### src/rtl/morse_fsm.sv
// Serial Morse decoder: assembles dot/dash symbols into characters and stores up to
// ten ASCII codes, raising done once the buffer is full.
module morse_fsm (
    input  logic       clk,
    input  logic       reset,
    input  logic [1:0] inputSignal,
    output logic [7:0] letter0,
    output logic [7:0] letter1,
    output logic [7:0] letter2,
    output logic [7:0] letter3,
    output logic [7:0] letter4,
    output logic [7:0] letter5,
    output logic [7:0] letter6,
    output logic [7:0] letter7,
    output logic [7:0] letter8,
    output logic [7:0] letter9,
    output logic       done
);

    typedef enum logic [0:0] {StRun, StFull} state_e;

    state_e      state_q, state_d;
    logic [4:0]  pattern_q, pattern_d;
    logic [2:0]  count_q, count_d;
    logic        ovf_q, ovf_d;
    logic [3:0]  index_q, index_d;
    logic [7:0]  letters_q [10];
    logic        wr_en;
    logic [7:0]  wr_char;

    // Pattern holds dot=0 / dash=1 with the first symbol in bit cnt-1.
    function automatic logic [7:0] decode(input logic [2:0] cnt, input logic [4:0] pat);
        logic [7:0] ch;
        ch = 8'h3F;
        case (cnt)
            3'd1: ch = pat[0] ? "T" : "E";
            3'd2: begin
                case (pat[1:0])
                    2'b00: ch = "I";
                    2'b01: ch = "A";
                    2'b10: ch = "N";
                    default: ch = "M";
                endcase
            end
            3'd3: begin
                case (pat[2:0])
                    3'b000: ch = "S";
                    3'b001: ch = "U";
                    3'b010: ch = "R";
                    3'b011: ch = "W";
                    3'b100: ch = "D";
                    3'b101: ch = "K";
                    3'b110: ch = "G";
                    default: ch = "O";
                endcase
            end
            3'd4: begin
                case (pat[3:0])
                    4'b0000: ch = "H";
                    4'b0001: ch = "V";
                    4'b0010: ch = "F";
                    4'b0100: ch = "L";
                    4'b0110: ch = "P";
                    4'b0111: ch = "J";
                    4'b1000: ch = "B";
                    4'b1001: ch = "X";
                    4'b1010: ch = "C";
                    4'b1011: ch = "Y";
                    4'b1100: ch = "Z";
                    4'b1101: ch = "Q";
                    default: ch = 8'h3F;
                endcase
            end
            3'd5: begin
                case (pat)
                    5'b01111: ch = "1";
                    5'b00111: ch = "2";
                    5'b00011: ch = "3";
                    5'b00001: ch = "4";
                    5'b00000: ch = "5";
                    5'b10000: ch = "6";
                    5'b11000: ch = "7";
                    5'b11100: ch = "8";
                    5'b11110: ch = "9";
                    5'b11111: ch = "0";
                    default: ch = 8'h3F;
                endcase
            end
            default: ch = 8'h3F;
        endcase
        return ch;
    endfunction

    always_ff @(posedge clk) begin
        if (reset) begin
            state_q   <= StRun;
            pattern_q <= '0;
            count_q   <= '0;
            ovf_q     <= 1'b0;
            index_q   <= '0;
            for (int i = 0; i < 10; i++) letters_q[i] <= 8'h00;
        end else begin
            state_q   <= state_d;
            pattern_q <= pattern_d;
            count_q   <= count_d;
            ovf_q     <= ovf_d;
            index_q   <= index_d;
            for (int i = 0; i < 10; i++) begin
                if (wr_en && index_q == 4'(i)) letters_q[i] <= wr_char;
            end
        end
    end

    always_comb begin
        state_d   = state_q;
        pattern_d = pattern_q;
        count_d   = count_q;
        ovf_d     = ovf_q;
        index_d   = index_q;
        wr_en     = 1'b0;
        wr_char   = 8'h20;
        if (state_q == StRun) begin
            unique case (inputSignal)
                2'b01, 2'b10: begin
                    if (count_q < 3'd5) begin
                        pattern_d = {pattern_q[3:0], inputSignal[1]};
                        count_d   = count_q + 3'd1;
                    end else begin
                        ovf_d = 1'b1;
                    end
                end
                2'b11: begin
                    wr_en = 1'b1;
                    if (count_q == 3'd0) wr_char = 8'h20;
                    else if (ovf_q)      wr_char = 8'h3F;
                    else                 wr_char = decode(count_q, pattern_q);
                    index_d   = index_q + 4'd1;
                    pattern_d = '0;
                    count_d   = '0;
                    ovf_d     = 1'b0;
                    if (index_q == 4'd9) state_d = StFull;
                end
                default: ;
            endcase
        end
    end

    always_comb begin
        done    = (state_q == StFull);
        letter0 = letters_q[0];
        letter1 = letters_q[1];
        letter2 = letters_q[2];
        letter3 = letters_q[3];
        letter4 = letters_q[4];
        letter5 = letters_q[5];
        letter6 = letters_q[6];
        letter7 = letters_q[7];
        letter8 = letters_q[8];
        letter9 = letters_q[9];
    end

endmodule

### config.mk
export PLATFORM = sky130hd
export DESIGN_NAME = morse_fsm
export DESIGN_NICKNAME = d
export VERILOG_FILES = /design/src/rtl/morse_fsm.sv
export SDC_FILE = /design/constraint.sdc
export NUM_CORES = 1
export LEC_CHECK = 0
export CORE_MARGIN = 2
export CORE_UTILIZATION = 52
export CTS_CLUSTER_SIZE = 14
export DETAILED_ROUTE_END_ITERATION = 16
export GPL_TIMING_DRIVEN = 0
export PLACE_DENSITY = 0.78
export SLEW_MARGIN = 10
export SYNTH_ARGS = -nofsm -noshare
export SYNTH_HDL_FRONTEND = slang
export SYNTH_SLANG_ARGS = --single-unit
### constraint.sdc
create_clock -name clk -period 3.25 [get_ports clk]
set_clock_uncertainty 0.05 [all_clocks]
set_input_delay 0.4875 -clock clk [delete_from_list [all_inputs] [get_ports clk]]
set_output_delay 0.4875 -clock clk [all_outputs]
set_load 0.1 [all_outputs]
==> results by group, run 1 <==
Clock network
  • H-tree levels: 3
  • Root buffer cell: clkbuf_8
  • Reg clk slew, reported paths: around 0.090 ns
  • Maximum buffer depth of the clock tree: 2
  • Clock Sink Count: 95
  • TritonCTS Buffers: 9
  • Clock latency on the worst-skew pair: between 0.3 and 0.4 ns
  • Hold buffer count at CTS: 0
  • TritonCTS clock tree: yes

Yosys
  • Top_reg_cell synth: edfxtp_1
  • Combinational family with the most area after synthesis: simple AND/OR/NAND/NOR gates
  • XOR/XNOR share of the synthesized area: less than 1%
  • Yosys top cell area share: 47.7%
  • Syn_area_per_cell: 11.1 sq um
  • Cell Area, Synth: 0.00440 sq mm
  • Synth area leader: edfxtp_1
  • YS warnings: 0
  • Distinct cell type count after synthesis: 60
  • #FFs+latches synth: 95
  • Simple logic cell fraction of the synthesized area: about 15%
  • Post-synth ARST share: 0%
  • Most frequent cell after synthesis: nor2_1
  • Compound-Gate Fraction of Synth Area: around an eighth
  • Number of synthesized flops with an enable pin: 70
  • Mux cell area share after synthesis: 2.98%
  • Synthesized instance count: roughly 400
  • Top cells by count, synth: nor2_1, edfxtp_1, dfxtp_1
  • Sequential area share after synthesis: 59.1%
  • Largest cells by area after synthesis: edfxtp_1, dfxtp_1, nor2_1
  • Synth Area in Adders: 5.34%

Timing
  • Final Max Slew Viols: 0
  • Min cycle time layout: just over 3 ns
  • Rel. slew slack: a little over a quarter
  • Setup TNS: 0 ns
  • Max Clock Freq: approximately 330 MHz
  • Period utilization: a little over nine tenths
  • Final number of setup-violating endpoints: 0
  • RSZ-0062 raised after global routing: false
  • Final hold viol count: 0
  • Transition time of the tightest slew-check pin: about 1.1 ns

Global route
  • First-pass GRT wire length: between 15000 and 20000 microns
  • Largest net degree at the start of global routing: 18
  • Grt total ovfl: 0
  • Antenna violations before repair: 0
  • GRT Util Overall: 22.1%
  • Vias in the first global route: 3047

Route
  • Wirelength, routed: 9650 microns
  • Drt pass-1 iters: 5
  • Final ANT Viol Nets: 0
  • DR WL/cell: 16.1 microns
  • Via count: 3280
  • DR vias/cell: 5.46
  • Drt initial violations: 205
  • # DRC: 0

Setup path
  • Critical Path AT: 3.28 ns
  • CP Class: in -> reg
  • Worst Reg-to-Reg Cells: 7
  • Slowest CP cell: clkdlybuf4s50_1
  • CP max FO: 7
  • Max incr delay on CP: roughly 0.48 ns
  • Reg2reg start: count_q[1]
  • CP cell instances: clkdlybuf4s50_1, inv_1, ha_1, or3_1, nor2_1, a32o_2, inv_1, ha_1, o31a_1, a211o_1
  • Reg2Reg Setup Slack: 0.19 ns
  • Worst path bufs/invs: 3
  • R2r endpoint: letters_q[8][1]
  • Worst Setup End Kind: flip-flop
  • CP Launch Type: input pin
  • Top delay family on crit path: compound AO/OA/AOI/OAI gates
  • Critical Path RT: 3.46 ns

Min path
  • HP Class: reg -> reg
  • Hold Path Cell Cnt: 2
  • Hold Path Origin: ovf_q
  • Hold path endpoint: ovf_q

Final layout
  • # fillers: 660
  • Synth-to-Final Area Change: 25.1%
  • Layout Utilization: 67.1%
  • Share of layout cells above drive strength 1: under 10%
  • Fin cells: 601
  • Antenna diode count: 0
  • Final #Nets: 513

Pwr
  • P_leak: 0.00207 uW
  • Pwr Density: 482 mW/mm^2
  • Final Power: 2660 uW
  • VDD IR-drop max: 0.197 mV

Job
  • # Max-Cap Violations: 0

Die
  • Row cnt: 33
  • Starting density of the core: 53.6%
  • DIE AREA: a little over 0.009 sq mm
  • Core ar.: 0.00822 sq mm
  • Die width: 96.0 microns
  • Die H: 96.0 microns
  • Ports: 85

Status
  • Outcome: completed

Placement
  • GP Congestion: 0.902
  • HPWL after DPL: roughly 7000 microns
  • DP Cell Count: 585
  • Port Buffers: 74
cell families after synthesis:
family,Yosys count
multiplexers,13
AO/OA/AOI/OAI,73
adder cells (fa/ha/maj),19
flip-flops,95
XOR/XNOR,3
AND/OR/NAND/NOR,150
other,1
buffers and inverters,43
worst max path at each step:
stage                               from              end  cells after the start
final                     inputSignal[0]        flip-flop                     10
after global routing      inputSignal[1]  letters_q[9][6]                      8
after global placement    inputSignal[1]  letters_q[0][2]                      8
after CTS                 inputSignal[1]  letters_q[2][1]                      8
after detailed placement  inputSignal[1]  letters_q[0][3]                      8
after floorplan                     done        flip-flop                      7
power by group:
part           leakage, uW  internal (uW)  switching [uW]
combinational      0.00106            121             454
sequential        0.000929           1340            21.6
clock            0.0000825            290             426
total              0.00207           1750             901
worst reg2reg max path, stage by stage (launching register included):
cell and delay (ns):
dfxtp_1 0.46, ha_1 0.21, ha_1 0.25, a211oi_1 0.08
a21oi_1 0.44, nand2_1 0.22, o31ai_2 0.95, nor2_1 0.12
final cells by class:
class / count / area [sq um] / area share, %
Multi-Input combinational cell: 268 / 1640 / 29.7
Clock inverter: 6 / 53.8 / 0.976
Clock buffer: 10 / 128 / 2.32
Timing Repair Buffer: 74 / 741 / 13.4
Inverter: 18 / 67.6 / 1.23
Buffer: 25 / 148 / 2.68
Tap cell: 105 / 131 / 2.38
Sequential cell: 95 / 2600 / 47.2
layer usage:
metal	vias up	track usage [%]	part of all wire, %
li1	1583	-	-
met1	1541	27.1	41
met2	136	37.6	51
met3	20	5.01	6.4
met4	0	9.40	2.1
met5	-	0	0
cell usage in the layout (no fill, tap or decap), types with 6 or more instances in the layout:
| cell | instances |
|---|---|
| o21ai_0 | 13 |
| clkdlybuf4s50_1 | 74 |
| nand2_1 | 17 |
| nand3_1 | 14 |
| dfxtp_1 | 25 |
| clkbuf_1 | 12 |
| a211oi_1 | 6 |
| conb_1 | 10 |
| buf_4 | 10 |
| edfxtp_1 | 70 |
| inv_1 | 17 |
| ha_1 | 18 |
| a21oi_1 | 13 |
| nor2_1 | 94 |
| clkbuf_8 | 9 |
| mux2i_1 | 11 |
timing repair:
item | 4_1_cts | 5_1_grt
gates resized for setup | 2 | 8
buffers inserted | 0 | 0
endpoints found under the setup margin | 8 | 46
per-stage QoR:
step           cell area, sq um  setup WS, ns  hold WS [ns]
2_1_floorplan              4440         0.350         0.428
4_1_cts                    5500        0.0205         0.459
3_3_place_gp               5310        -0.350         0.439
5_1_grt                    5510        0.0134         0.480
3_5_place_dp               5310        -0.421         0.448
6_report                   5510         0.175         0.465
Power figures use the tool's default switching activity.
==> inputs of run 2 (changes only) <==
--- a/config.mk
+++ b/config.mk
@@ -5,11 +5,11 @@
 export SDC_FILE = /design/constraint.sdc
 export NUM_CORES = 1
 export LEC_CHECK = 0
+export CORE_ASPECT_RATIO = 1.1
 export CORE_MARGIN = 2
 export CORE_UTILIZATION = 52
 export CTS_CLUSTER_SIZE = 14
 export DETAILED_ROUTE_END_ITERATION = 16
-export GPL_TIMING_DRIVEN = 0
 export PLACE_DENSITY = 0.78
 export SLEW_MARGIN = 10
 export SYNTH_ARGS = -nofsm -noshare
==> run 2 against run 1 <==
  * Cell area hardly changed
  * Critical path depth is 3 higher
  * Flip-flop and latch count stayed put
  * Wire length is 0.17% lower
  * Combinational power hardly changed
  * Fmax is 12% higher
  * Die area hardly changed
  * Critical path type unchanged
  * Sequential share of layout area hardly changed
  * Sequential power hardly changed
  * Via count is 1.2% lower
  * Register-to-register slack better by 0.40 ns
  * Clock-buffer cell count is 1 lower
==> results by group, run 2 (synthesized netlist as in run 1, its figures left out) <==
Clock network
  • H-tree levels: 3
  • TritonCTS clock tree: yes
  • Clock latency on the worst-skew pair: 0.37 ns
  • Reg clk slew, reported paths: approximately 0.090 ns
  • Clock Sink Count: 95
  • Post-CTS Setup Inserts: 0
  • Hold buffer count at CTS: 0
  • Root buffer cell: clkbuf_8
  • TritonCTS Buffers: 9
  • Maximum buffer depth of the clock tree: 2
  • Gates resized, CTS repair: 0

Setup path
  • CP most frequent cell: inv_1
  • Worst Reg-to-Reg Cells: 7
  • R2r endpoint: letters_q[5][6]
  • CP cell instances: clkdlybuf4s50_1, inv_1, ha_1, o211a_1, nor2_1, mux2i_1, buf_4, inv_1, ha_1, inv_1, a2111o_1, o31ai_1, a21oi_1
  • Reg2Reg Setup Slack: between 0.5 and 0.6 ns
  • Slowest CP cell: clkdlybuf4s50_1
  • Worst Setup End Kind: flip-flop
  • Reg2reg start: count_q[2]
  • Critical Path AT: 2.94 ns
  • Max incr delay on CP: 0.48 ns
  • Critical Path RT: 3.45 ns
  • CP Class: in -> reg
  • Critical path origin: inputSignal[0]
  • CP Launch Type: input pin
  • CP max FO: 8

Timing
  • Period utilization: between 80% and 90%
  • Min cycle time layout: 2.74 ns
  • Final hold viol count: 0
  • Final Max Slew Viols: 0
  • Final number of setup-violating endpoints: 0
  • Rel. slew slack: 31.8%
  • Max Clock Freq: 365 MHz
  • Setup TNS: 0 ns
  • RSZ-0062 raised after global routing: false
  • Transition time of the tightest slew-check pin: roughly 1.0 ns

Route
  • Wirelength, routed: around 9600 microns
  • DR WL/cell: 15.9 microns
  • DR vias/cell: 5.34
  • Drt initial violations: 234
  • Final ANT Viol Nets: 0
  • Via count: 3242
  • # DRC: 0
  • Drt pass-1 iters: 4

Pwr
  • Pwr Density: 484 mW/mm^2
  • Final Power: ~2700 uW
  • VDD IR-drop max: 0.254 mV
  • P_leak: 0.00212 uW

Final layout
  • Most common cell after layout, fill and taps aside: nor2_1
  • Synth-to-Final Area Change: 25.0%
  • Share of layout cells above drive strength 1: 12.7%
  • # fillers: 650
  • FF+latch area: 0.00260 sq mm
  • Most frequent cells in the layout: nor2_1, edfxtp_1, clkdlybuf4s50_1, buf_4, dfxtp_1
  • Final #Nets: just over 500
  • Antenna diode count: 0
  • Multi-input logic area: 0.00162 sq mm

Status
  • Outcome: completed

Global route
  • Largest net degree at the start of global routing: 20
  • First-pass GRT wire length: about 16000 microns
  • Grt total ovfl: 0
  • GRT Util Overall: 22.0%
  • Vias in the first global route: between 3000 and 4000
  • Antenna violations before repair: 0

Die
  • Die width: 91.7 microns
  • Die H: 101 microns
  • DIE AREA: approximately 0.0092 sq mm
  • Row cnt: 35
  • Core ar.: 0.00832 sq mm
  • Starting density of the core: 52.9%
  • Ports: between 80 and 90

Placement
  • HPWL after DPL: 7120 microns
  • GP Congestion: 0.872
  • Port Buffers: 74

Min path
  • HP Class: reg -> reg

Job
  • # Max-Cap Violations: 0
[run 2: cell types whose count changed in the layout (fill, tap and decap cells not counted), sizes merged]
cell           previous run  this run
clkinv                    1         2
clkbuf                   21         9
buf                      14        38
clkdlybuf4s50            74        61
[run 2: where the power goes]
| group | internal [uW] | switching [uW] |
|---|---|---|
| registers | 1340 | 27.7 |
| logic | 128 | 447 |
| clock network | 287 | 432 |
| total | 1760 | 906 |
[run 2: routing by layer]
| metal | GRT usage [%] | up-vias | share of wire [%] |
|---|---|---|---|
| met5 | 0 | - | 0 |
| met4 | 10.3 | 0 | 2.9 |
| met3 | 4.56 | 24 | 5.2 |
| met2 | 38.5 | 124 | 51 |
| met1 | 26.1 | 1514 | 41 |
| li1 | - | 1580 | - |
[run 2: per-stage QoR]
step,worst slack (ns),std cells,instance area (sq um),utilization [%],hold WS [ns]
finish,0.514,607,5510,66.2,0.490
global route,0.351,607,5510,66.2,0.530
CTS,0.537,607,5510,66.2,0.494
detailed placement,0.143,591,5320,64.0,0.483
global placement,0.187,591,5320,64.0,0.469
floorplan,0.350,406,4440,-,0.428
[run 2: area by class of cell]
cell class / instances / area share [%]
clock buffers: 9 / 2.25
clock inverters: 7 / 1.05
inverters: 18 / 1.23
multi-input cells: 268 / 29.4
flip-flops and latches: 95 / 47.3
well taps: 111 / 2.52
repair buffers: 99 / 16.3
[run 2: worst min path at each step]
stage          startpoint     to  slack (ns)  cells after the start
5_1_grt             ovf_q  ovf_q        0.53                      2
3_3_place_gp        ovf_q  ovf_q        0.47                      2
6_report            ovf_q  ovf_q        0.49                      2
4_1_cts             ovf_q  ovf_q        0.49                      2
3_5_place_dp        ovf_q  ovf_q        0.48                      2
2_1_floorplan       ovf_q  ovf_q        0.43                      2
[run 2: worst max-delay path: cells and delay by family]
kind / cells / cell delay, ns
compound gates: 4 / 0.76
simple gates: 1 / 0.07
fa+ha+maj: 2 / 0.56
mux: 1 / 0.12
buf+inv: 5 / 0.92
==> inputs of run 3 (changes only) <==
==> constraint.sdc (replaced) <==
create_clock -name clk -period 2.7 [get_ports clk]
set_clock_uncertainty 0.05 [all_clocks]
set_input_delay 0.405 -clock clk [delete_from_list [all_inputs] [get_ports clk]]
set_output_delay 0.405 -clock clk [all_outputs]
set_load 0.1 [all_outputs]
==> run 3 against run 2 <==
  * Sequential share of layout area is 0.99 points lower
  * Register-to-register slack worse by 0.31 ns
  * Power is 22% higher
  * Via count is 6.7% higher
  * Hold slack worse by 0.022 ns
  * Global-route usage is 0.18 points higher
  * Clock-buffer cell count stayed put
  * Critical path depth is 3 lower
  * Utilization is 1.4 points higher
  * Sequential power is 20% higher
  * Die area stayed put
==> results by group, run 3 (synthesized netlist as in run 1, its figures left out) <==
Status
  • Outcome: completed

Clock network
  • Maximum buffer depth of the clock tree: 2
  • Gates resized, CTS repair: 0
  • Reg clk slew, reported paths: 0.10 ns
  • Root buffer cell: clkbuf_8
  • Clock latency on the worst-skew pair: 0.37 ns
  • Post-CTS Setup Inserts: 0
  • TritonCTS clock tree: yes
  • Clock Sink Count: 95
  • Hold buffer count at CTS: 0
  • TritonCTS Buffers: 9
  • H-tree levels: 3

Pwr
  • Psw: 1110 uW
  • Reg power frac: 50.7%
  • Pint: 2140 uW
  • Pwr Density: 577 mW/mm^2
  • VDD IR-drop max: ~0.27 mV
  • Clock Power Share: 27.1%
  • Sw Ratio: between 30% and 40%
  • Comb pwr share: between 20 and 25%
  • P_leak: 0.00237 uW

Timing
  • Final number of setup-violating endpoints: 0
  • RSZ-0062 raised after global routing: false
  • Worst Hold Slack: around 0.47 ns
  • Final hold viol count: 0
  • Max Clock Freq: 392 MHz
  • Final Max Slew Viols: 0
  • Min cycle time layout: 2.55 ns
  • Period utilization: ~94%

Die
  • Die width: 91.7 microns
  • DIE AREA: 0.00922 sq mm
  • Core ar.: 0.00832 sq mm
  • Ports: 85
  • Starting density of the core: 52.9%
  • Row cnt: 35
  • Die H: 101 microns

Setup path
  • CP Class: in -> reg
  • Reg2Reg Setup Slack: between 0.2 and 0.3 ns
  • Worst Reg-to-Reg Cells: 8
  • Critical Path RT: 2.91 ns
  • CP max FO: 5
  • Slowest CP cell: or4b_4
  • CP Launch Type: input pin
  • Reg2reg start: count_q[0]
  • R2r endpoint: letters_q[1][0]
  • Critical Path AT: 2.76 ns
  • Max incr delay on CP: between 0.5 and 0.6 ns
  • CP cell instances: clkdlybuf4s50_1, inv_1, ha_1, buf_4, or4b_4, nand2b_4, a21o_1, buf_4, mux2i_1, a211o_1
  • Worst Setup End Kind: flip-flop
  • CP most frequent cell: buf_4

Placement
  • Port Buffers: 74
  • DP Cell Count: 622
  • GP Congestion: 0.905
  • HPWL after DPL: 7420 microns

Final layout
  • Fin cells: 638
  • Most common cell after layout, fill and taps aside: buf_4
  • Share of layout cells above drive strength 1: 29.6%
  • Synth-to-Final Area Change: 27.8%
  • Antenna diode count: 0
  • Final #Nets: 544
  • Most frequent cells in the layout: buf_4, nor2_1, edfxtp_1, dfxtp_1

Route
  • Final ANT Viol Nets: 0
  • # DRC: 0
  • DR WL/cell: about 16 microns
  • Drt initial violations: approximately 190
  • Via count: 3458
  • Drt pass-1 iters: 6
  • DR vias/cell: around 5.4
  • Wirelength, routed: 9980 microns

Min path
  • Hold Path Cell Cnt: 2
  • HP Class: reg -> reg
  • Hold path endpoint: ovf_q
  • Hold Path Origin: ovf_q

Job
  • # Max-Cap Violations: 0

Global route
  • Largest net degree at the start of global routing: 20
  • First-pass GRT wire length: between 15000 and 20000 microns
  • Antenna violations before repair: 0
  • Vias in the first global route: 3285
  • GRT Util Overall: 22.2%
  • Grt total ovfl: 0
## run 3: changes by cell type in the layout (fill, tap and decap cells not counted), sizes merged
cell	change
buf	+89
inv	+3
clkdlybuf4s50	-58
clkinvlp	-3
## run 3: power groups by stage
| stage | sequential (uW) | clock (uW) | combinational [uW] |
|---|---|---|---|
| floorplan | 1980 | 0 | 236 |
| global placement | 1680 | 0 | 712 |
| detailed placement | 1680 | 0 | 718 |
| CTS | 1650 | 892 | 719 |
| global route | 1650 | 942 | 751 |
| finish | 1650 | 881 | 720 |
## run 3: metrics by stage
| stage | TNS [ns] | utilization, % | cell area (sq um) | worst slack (ns) | total power (uW) |
|---|---|---|---|---|---|
| 3_5_place_dp | -2.92 | 65.4 | 5440 | -0.262 | 2400 |
| 4_1_cts | 0 | 67.6 | 5620 | 0.124 | 3260 |
| 5_1_grt | 0 | 67.6 | 5630 | 0.0285 | 3340 |
| 3_3_place_gp | -1.64 | 65.4 | 5440 | -0.226 | 2390 |
| 6_report | 0 | 67.6 | 5630 | 0.151 | 3250 |
| 2_1_floorplan | 0 | - | 4440 | 0.0920 | 2220 |
## run 3: layer usage
layer	vias up	track usage, %	part of all wire (%)
met5	-	0	0
met4	0	9.18	2.5
met3	26	4.71	6.3
met2	166	40.4	52
met1	1628	25.3	39
li1	1638	-	-
## run 3: critical path: cells and delay by family
kind,cells,cell delay (ns)
mux,1,0.12
compound gates,2,0.50
fa+ha+maj,1,0.21
simple gates,2,0.67
buf+inv,4,0.85
## run 3: final cells by class
class / instances / area [sq um]
Clock buffer: 9 / 124
Timing Repair Buffer: 130 / 1010
Sequential cell: 95 / 2600
Multi-Input combinational cell: 268 / 1620
Inverter: 18 / 67.6
Tap cell: 111 / 139
Fill cell: 659 / 2700
Clock inverter: 7 / 60.1
## run 3: worst max path at each step
stage / slack [ns] / cells past startpoint / from / endpoint
after floorplan: 0.09 / 9 / inputSignal[0] / flip-flop
after global placement: -0.23 / 10 / inputSignal[0] / flip-flop
after detailed placement: -0.26 / 10 / inputSignal[0] / flip-flop
after CTS: 0.12 / 10 / inputSignal[0] / flip-flop
after global routing: 0.03 / 12 / inputSignal[0] / flip-flop
final: 0.15 / 10 / inputSignal[0] / flip-flop
